===== src/rtl/div_pkg.sv =====
// div_pkg: shared types and constants for the sequential divider.
// Imported by div_step and div_seq.
package div_pkg;

  typedef enum logic [1:0] {
    IDLE,
    CALC,
    FIX
  } state_e;

  localparam int MIN_WIDTH = 4;

  // Every quotient bit is set on divide-by-zero
  localparam logic DBZ_Q_BIT = 1'b1;

  function automatic int cnt_width(input int w);
    return $clog2(w + 1);
  endfunction

endpackage


===== src/rtl/div_step.sv =====
// div_step: one combinational restoring-division iteration.
// Shifts {A,Q} left, trial-subtracts M and restores on a negative result.
module div_step
  import div_pkg::*;
#(
  parameter int WIDTH = 32
) (
  input  logic [WIDTH:0]   i_a,
  input  logic [WIDTH-1:0] i_q,
  input  logic [WIDTH-1:0] i_m,
  output logic [WIDTH:0]   o_a,
  output logic [WIDTH-1:0] o_q
);

  logic [WIDTH+1:0] w_sh;
  logic [WIDTH+1:0] w_diff;
  logic             w_neg;

  assign w_sh   = {i_a, i_q[WIDTH-1]};
  assign w_diff = w_sh - {2'b00, i_m};
  assign w_neg  = w_diff[WIDTH+1];

  assign o_a = w_neg ? w_sh[WIDTH:0] : w_diff[WIDTH:0];
  assign o_q = {i_q[WIDTH-2:0], ~w_neg};

endmodule


===== src/rtl/div_seq.sv =====
// div_seq: multi-cycle restoring divider, one quotient bit per clock.
// Define DIV_SIGNED_EN to honour signed_op (two's-complement operands).
module div_seq
  import div_pkg::*;
#(
  parameter int WIDTH = 32,
  parameter int CNT_W = cnt_width(WIDTH)
) (
  input  logic             clk,
  input  logic             clr,
  input  logic             start,
  input  logic             signed_op,
  input  logic [WIDTH-1:0] dividend,
  input  logic [WIDTH-1:0] divisor,
  output logic             busy,
  output logic             done,
  output logic             dbz,
  output logic [WIDTH-1:0] q,
  output logic [WIDTH-1:0] r
);

  state_e           r_state;
  logic [CNT_W-1:0] r_cnt;
  logic [WIDTH:0]   r_a;
  logic [WIDTH-1:0] r_q;
  logic [WIDTH-1:0] r_m;
  logic             r_dbz_p;

  logic [WIDTH:0]   w_a_nxt;
  logic [WIDTH-1:0] w_q_nxt;
  logic [WIDTH-1:0] w_mag_n;
  logic [WIDTH-1:0] w_mag_d;
  logic [WIDTH-1:0] w_q_res;
  logic [WIDTH-1:0] w_r_res;
  logic             w_zero;
  logic             w_accept;

  assign w_zero   = (divisor == '0);
  assign w_accept = (r_state == IDLE) && start && !w_zero;

  div_step #(
    .WIDTH(WIDTH)
  ) u_step (
    .i_a(r_a),
    .i_q(r_q),
    .i_m(r_m),
    .o_a(w_a_nxt),
    .o_q(w_q_nxt)
  );

`ifdef DIV_SIGNED_EN
  logic w_sa;
  logic w_sb;
  logic r_neg_q;
  logic r_neg_r;

  assign w_sa    = signed_op & dividend[WIDTH-1];
  assign w_sb    = signed_op & divisor[WIDTH-1];
  assign w_mag_n = w_sa ? -dividend : dividend;
  assign w_mag_d = w_sb ? -divisor : divisor;
  assign w_q_res = r_neg_q ? -r_q : r_q;
  assign w_r_res = r_neg_r ? -r_a[WIDTH-1:0] : r_a[WIDTH-1:0];

  // Truncating division: quotient sign is the XOR, remainder follows the dividend
  always_ff @(posedge clk or posedge clr) begin
    if (clr) begin
      r_neg_q <= 1'b0;
      r_neg_r <= 1'b0;
    end else if (w_accept) begin
      r_neg_q <= w_sa ^ w_sb;
      r_neg_r <= w_sa;
    end
  end
`else
  logic w_unused_sop;

  assign w_unused_sop = signed_op;
  assign w_mag_n      = dividend;
  assign w_mag_d      = divisor;
  assign w_q_res      = r_q;
  assign w_r_res      = r_a[WIDTH-1:0];
`endif

  always_ff @(posedge clk or posedge clr) begin
    if (clr) begin
      r_state <= IDLE;
      r_cnt   <= '0;
      r_a     <= '0;
      r_q     <= '0;
      r_m     <= '0;
      r_dbz_p <= 1'b0;
      busy    <= 1'b0;
      done    <= 1'b0;
      dbz     <= 1'b0;
      q       <= '0;
      r       <= '0;
    end else begin
      done <= 1'b0;
      unique case (r_state)
        IDLE: begin
          if (start) begin
            busy <= 1'b1;
            dbz  <= 1'b0;
            if (w_zero) begin
              // Raw dividend is parked in Q so it can be returned as r
              r_dbz_p <= 1'b1;
              r_q     <= dividend;
              r_state <= FIX;
            end else begin
              r_dbz_p <= 1'b0;
              r_q     <= w_mag_n;
              r_m     <= w_mag_d;
              r_a     <= '0;
              r_cnt   <= CNT_W'(WIDTH);
              r_state <= CALC;
            end
          end
        end
        CALC: begin
          r_a   <= w_a_nxt;
          r_q   <= w_q_nxt;
          r_cnt <= r_cnt - CNT_W'(1);
          if (r_cnt == CNT_W'(1)) begin
            r_state <= FIX;
          end
        end
        FIX: begin
          busy    <= 1'b0;
          done    <= 1'b1;
          dbz     <= r_dbz_p;
          r_state <= IDLE;
          if (r_dbz_p) begin
            q <= {WIDTH{DBZ_Q_BIT}};
            r <= r_q;
          end else begin
            q <= w_q_res;
            r <= w_r_res;
          end
        end
        default: r_state <= IDLE;
      endcase
    end
  end

endmodule


===== config.mk =====
export PLATFORM = sky130hd
export DESIGN_NAME = div_seq
export DESIGN_NICKNAME = d
export VERILOG_FILES = /design/src/rtl/div_pkg.sv /design/src/rtl/div_step.sv /design/src/rtl/div_seq.sv
export SDC_FILE = /design/constraint.sdc
export NUM_CORES = 1
export LEC_CHECK = 0
export BUFFER_PORTS_ARGS = -buffer_cell sky130_fd_sc_hd__buf_4
export CAP_MARGIN = 20
export CORE_MARGIN = 2
export CORE_UTILIZATION = 25
export DETAILED_ROUTE_END_ITERATION = 10
export HOLD_SLACK_MARGIN = 0.1
export MAX_ROUTING_LAYER = met4
export PLACE_DENSITY = 0.49
export SYNTH_ARGS = -nofsm -noshare
export SYNTH_HDL_FRONTEND = slang
export SYNTH_SLANG_ARGS = --single-unit

===== constraint.sdc =====
create_clock -name clk -period 11.55 [get_ports clk]
set_input_delay 1.7325 -clock clk [delete_from_list [all_inputs] [get_ports clk]]
set_output_delay 1.7325 -clock clk [all_outputs]
set_load 0.005 [all_outputs]

==> results of run 1 <==
stage by stage:
step	utilization (%)	instances	power [µW]	instance area, µm²
3_5_place_dp	29.2	1511	1300	10700
5_1_grt	30.9	1542	2010	11300
2_1_floorplan	-	959	1180	9230
4_1_cts	30.9	1542	1910	11300
6_report	30.9	1542	1880	11300
3_3_place_gp	29.2	1511	1280	10700
power groups by stage:
stage          clock (µW)  combinational (µW)  sequential (µW)
6_report              599                 590              691
5_1_grt               642                 668              698
4_1_cts               620                 594              692
3_5_place_dp            0                 593              703
3_3_place_gp            0                 582              702
2_1_floorplan           0                 494              687
cells by family after synthesis:
| family | share of synthesized area, % |
|---|---|
| multiplexers | 11.8 |
| XOR/XNOR | 2.66 |
| adder cells (fa/ha/maj) | 4.83 |
| AO/OA/AOI/OAI | 15.6 |
| AND/OR/NAND/NOR | 13.6 |
| buffers and inverters | 4.51 |
| flip-flops | 46.9 |
final timing paths:
kind | startpoint | to | slack (ns) | cells after the start
max | divisor[28] | r_cnt[5] | 7.46 | 10
min | r_m[20] | r_m[20] | 0.51 | 1
max reg2reg | r_q[31] | r_a[5] | 7.91 | 13
min reg2reg | r_m[20] | r_m[20] | 0.51 | 1
max in group asynchronous | clr | r[2] | 8.30 | 4
min in group asynchronous | clr | q[26] | 1.43 | 2
placed cells by master, fill, tap and decap left out, types with 8 or more instances in the layout:
master / instances
a21o_1: 12
a21oi_1: 97
buf_4: 141
clkbuf_16: 17
dfrtp_1: 172
ha_1: 34
inv_1: 46
mux2_2: 34
mux2i_1: 71
nand2_1: 90
nand3_1: 30
nor2_1: 107
nor4_1: 12
o21ai_0: 53
o21ai_1: 8
o311ai_0: 16
xnor2_1: 13
xor2_1: 15
sequential cells by signal (all words and copies together) (netlist names):
name and cells:
r_a 33, q 32, r 32, r_m 32, r_q 32, r_cnt 6
r_state 2, busy 1, dbz 1, done 1, r_dbz_p 1
critical path, delay by kind of cell:
kind / cells / cell delay, ns
AND/OR/NAND/NOR: 5 / 1.54
buffers and inverters: 2 / 0.51
AO/OA/AOI/OAI: 2 / 0.43
XOR/XNOR: 1 / 0.14
layout make-up:
type	instances	area (µm²)	share of cell area, %
clock buffer	18	429	3.81
inverter	47	181	1.61
clock inverter	13	166	1.48
tap	468	586	5.19
timing repair buffer	141	1060	9.39
sequential	173	4330	38.4
multi-input combinational	682	4520	40.1
routing by layer:
metal | part of all wire (%) | up-vias | global-route usage (%)
met5 | 0 | - | -
met4 | 0.94 | 0 | 3.11
met3 | 4.4 | 17 | 3.25
met2 | 42 | 126 | 19.6
met1 | 52 | 3496 | 20.4
li1 | - | 3598 | -
==> flow_metrics.py, run 1 <==
metrics = {
    "outcome": {
        "outcome": "complete, no violations",
    },
    "setup_path": {
        "crit_type": "in -> reg",
        "worstPathRequired_ns": 11.83,
        "start_kind": "input port",
        "cp_slowest_cell": "nor4_1",
        "worstPathCellList": "buf_4, nor4_1, nand4_1, o21ai_0, a21o_1, buf_4, nor4_1, nor3b_1, xnor2_1, nand2_1",
        "arrival_ns": 4.37,
        "cp_slowest_stage_delay_ns": 0.72,
        "path_max_fanout": 38,
        "critPathCaptureType": "flip-flop",
    },
    "power": {
        "clock_power_share_pct": 31.9,
        "irDropWorstVdd_mv": 0.153,
        "power_switching_uw": 627,
        "intPower_uw": 1250,
        "seqPwrFrac_pct": 36.8,
        "combPwrFrac_pct": 31.4,
        "p_per_area_nw_per_um2": 167,
        "switching_share_pct": 33.4,
        "p_leak_uw": 0.00497,
    },
    "finish": {
        "layout-drive-gt1-share_pct": 21.0,
        "nets": 1165,
        "nFillCells": 3839,
        "syn_to_final_growth_pct": 22.2,
        "diodes": 0,
    },
    "timing": {
        "rsz0062_at_grt": "false",
        "tns_ns": 0,
        "fin_crit_sh_pct": 35.4,
        "period_minus_slack_ns": 4.09,
        "hold_viol_final": 0,
        "maxSlewHeadroom_pct": 30.2,
        "setup_ws_ns": 7.46,
        "finClkSkew_ns": 0.0102,
        "max_freq_mhz": 245,
        "whs_ns": 0.508,
        "finalSetupViolations": 0,
        "slew_violations": 0,
        "worstMarginPinSlew_ns": 1.05,
    },
    "grt": {
        "grtUsageTotal_pct": 14.0,
        "antenna_found_initial": 0,
        "grt_pass1_wl_um": 40600,
        "first_global_vias": 6975,
        "grt_max_degree": 90,
        "overflow": 0,
    },
    "place": {
        "io_buffers": 133,
        "finalWeightedCongestion": 0.831,
        "dp_slack_ns": 6.83,
        "dp_hpwl_um": 18500,
    },
    "detailed_routing": {
        "drc": 0,
        "viasPerCell": 4.69,
        "first_pass_iters": 5,
        "vias": 7237,
        "drt_iter0_drc": 418,
        "postRouteAntennaNets": 0,
        "wl_per_cell_um": 16.6,
        "wl_um": 25600,
    },
    "yosys": {
        "synthFlopType": "dfrtp_1",
        "synth_most_common_cell": "dfrtp_1",
        "synthCells": 959,
        "synth-edff-count": 0,
        "synth_cell_type_count": 63,
        "async_flop_share_pct": 100,
        "ys_seq_area_share_pct": 46.9,
        "yosysTopAreaCell": "dfrtp_1",
        "synth.top_cells.by_count": "dfrtp_1 (173), nor2_1 (108), a21oi_1 (97)",
        "avgSynthCellArea_um2": 9.62,
        "syn-num-nets": 1062,
        "syn_area_um2": 9230,
        "ys_ff_latch": 173,
        "synth_top_area_share_pct": 46.9,
        "ys.warnings.count": 0,
        "synth_area_leaders": "dfrtp_1 (47%), mux2i_1 (7.7%), a21oi_1 (5.3%)",
    },
    "clocking": {
        "worst_skew_pair.late_latency_ns": 0.43,
        "cts_tree": "built",
        "htree_num_levels": 4,
        "cts_inserted_buffers": 17,
        "clk_pin_slew_ns": 0.07,
        "cts_setup_buffers": 0,
        "hold_buffers": 0,
        "clock_sinks": 173,
        "cts_resized": 0,
        "clockBufferDepth": 2,
        "cts_root_buf": "clkbuf_16",
    },
    "floorplan": {
        "pin_count": 135,
        "coreArea_um2": 36500,
        "fp.dieH_um": 196,
        "die_x_um": 196,
        "row_count": 70,
        "die-area_um2": 38500,
        "start_util_pct": 25.3,
    },
    "flow_run": {
        "maxCapViolations": 0,
    },
    "worst_hold_path": {
        "hp-class": "reg -> reg",
    },
}
No activity file was read; power rests on OpenSTA's default activity.
==> run 2, diff against run 1 <==
Clock period 11.55 ns to 4.18 ns, I/O delays scaled along.
==> run 2 against run 1 <==
Register-to-register slack got worse by 7.0 ns. Combinational power increased to 2.9 times the previous value. Setup slack got worse by 6.5 ns. Utilization up 0.28 points. First-iteration DRC count fell by 20%. Critical endpoint is now r_a[4]. Global-route usage up 0.13 points. Clock power rose to 2.7 times the previous value. Sequential share of layout area shrank 0.35 points. Non-clock buffer count grew 6. Sequential power rose to 2.7 times the previous value.
==> flow_metrics.py, run 2 (synthesis gave the netlist of run 1 again) <==
metrics = {
    "outcome": {
        "outcome": "complete, no violations",
    },
    "clocking": {
        "clk_pin_slew_ns": 0.07,
        "cts_setup_buffers": 0,
        "cts_inserted_buffers": 17,
        "cts_tree": "built",
        "htree_num_levels": 4,
        "clockBufferDepth": 2,
        "cts_root_buf": "clkbuf_16",
        "clock_sinks": 173,
        "worst_skew_pair.late_latency_ns": 0.44,
        "hold_buffers": 0,
        "cts_resized": 0,
    },
    "floorplan": {
        "die_x_um": 196,
        "pin_count": 135,
        "die-area_um2": 38500,
        "start_util_pct": 25.3,
        "fp.dieH_um": 196,
        "row_count": 70,
        "coreArea_um2": 36500,
    },
    "grt": {
        "grt_pass1_wl_um": 40800,
        "grt_max_degree": 90,
        "first_global_vias": 7143,
        "grtUsageTotal_pct": 14.1,
        "overflow": 0,
        "antenna_found_initial": 0,
    },
    "worst_hold_path": {
        "hp-class": "in -> async",
    },
    "timing": {
        "period_minus_slack_ns": 3.26,
        "hold_viol_final": 0,
        "finClkSkew_ns": 0.0140,
        "tns_ns": 0,
        "fin_crit_sh_pct": 78.0,
        "finalSetupViolations": 0,
        "max_freq_mhz": 307,
        "slew_violations": 0,
        "maxSlewHeadroom_pct": 30.8,
        "rsz0062_at_grt": "false",
        "worstMarginPinSlew_ns": 1.04,
    },
    "detailed_routing": {
        "vias": 7192,
        "first_pass_iters": 4,
        "drc": 0,
        "drt_iter0_drc": 335,
        "wl_um": 25700,
        "viasPerCell": 4.64,
        "postRouteAntennaNets": 0,
        "wl_per_cell_um": 16.6,
    },
    "setup_path": {
        "start_kind": "flip-flop",
        "critPathCaptureType": "flip-flop",
        "critPathLaunch": "r_a[0]",
        "worstPathRequired_ns": 4.46,
        "path_max_fanout": 53,
        "arrival_ns": 3.54,
        "crit_type": "reg -> reg",
        "r2r_start": "r_a[0]",
    },
    "finish": {
        "final_cell_mix": "dfrtp_1 (172), buf_4 (142), nor2_1 (107)",
        "largest_reg_flops": 33,
        "post-route-util_pct": 31.2,
        "layout-drive-gt1-share_pct": 21.5,
        "diodes": 0,
        "syn_to_final_growth_pct": 23.3,
        "nets": 1171,
        "regMostFlops": "r_a",
        "final_common_cell": "dfrtp_1",
    },
    "flow_run": {
        "maxCapViolations": 0,
    },
    "power": {
        "p_leak_uw": 0.00502,
        "irDropWorstVdd_mv": 0.501,
        "p_per_area_nw_per_um2": 461,
    },
    "place": {
        "dp_hpwl_um": 18800,
        "io_buffers": 133,
        "finalWeightedCongestion": 0.820,
    },
}
-- run 2: area by class of cell --
cell class,count,area (µm²)
Fill cell,3777,25100
Timing Repair Buffer,147,1170
Sequential cell,173,4330
Clock inverter,12,138
Clock buffer,20,457
Multi-Input combinational cell,682,4520
Inverter,47,180
Tap cell,468,586
-- run 2: where the power goes --
group          internal [µW]  leakage [µW]  switching [µW]
combinational            756       0.00245             947
clock                    917      0.000275             721
sequential              1810       0.00230            93.6
total                   3480       0.00502            1760
-- run 2: worst paths after layout --
path	end	slack, ns	depth (start not counted)
max	r_a[4]	0.92	12
min	q[25]	0.36	2
max reg2reg	r_a[4]	0.92	12
min reg2reg	r_m[30]	0.51	1
max in group asynchronous	r_m[4]	3.07	3
min in group clk	r_m[16]	0.42	2
-- run 2: layer usage --
metal	track usage, %	vias to the layer above	routed length, µm
met4	3.48	0	243
met5	-	-	0
met3	3.32	17	1400
met2	20.1	131	10900
li1	-	3598	-
met1	20.1	3446	13200
-- run 2: critical path: stages, from the launching register on --
cell and delay (ns):
dfrtp_1 0.45, ha_1 0.30, nor2b_1 0.20, o2111ai_2 0.16
a31oi_2 0.26, a211oi_2 0.13, nor3_4 0.23, a211oi_2 0.12
or3_1 0.42, o211ai_4 0.18, buf_12 0.29, mux2i_1 0.23
o21ai_1 0.08
-- run 2: metrics by stage --
stage	worst slack, ns	hold WS, ns	instances	total power (µW)	instance area, µm²
after detailed placement	0.917	0.495	1517	3660	10800
after floorplan	1.34	0.472	959	3260	9230
after CTS	0.891	0.372	1549	5320	11400
after global placement	0.935	0.490	1517	3630	10800
final	0.920	0.361	1549	5240	11400
after global routing	0.663	0.412	1549	5580	11400
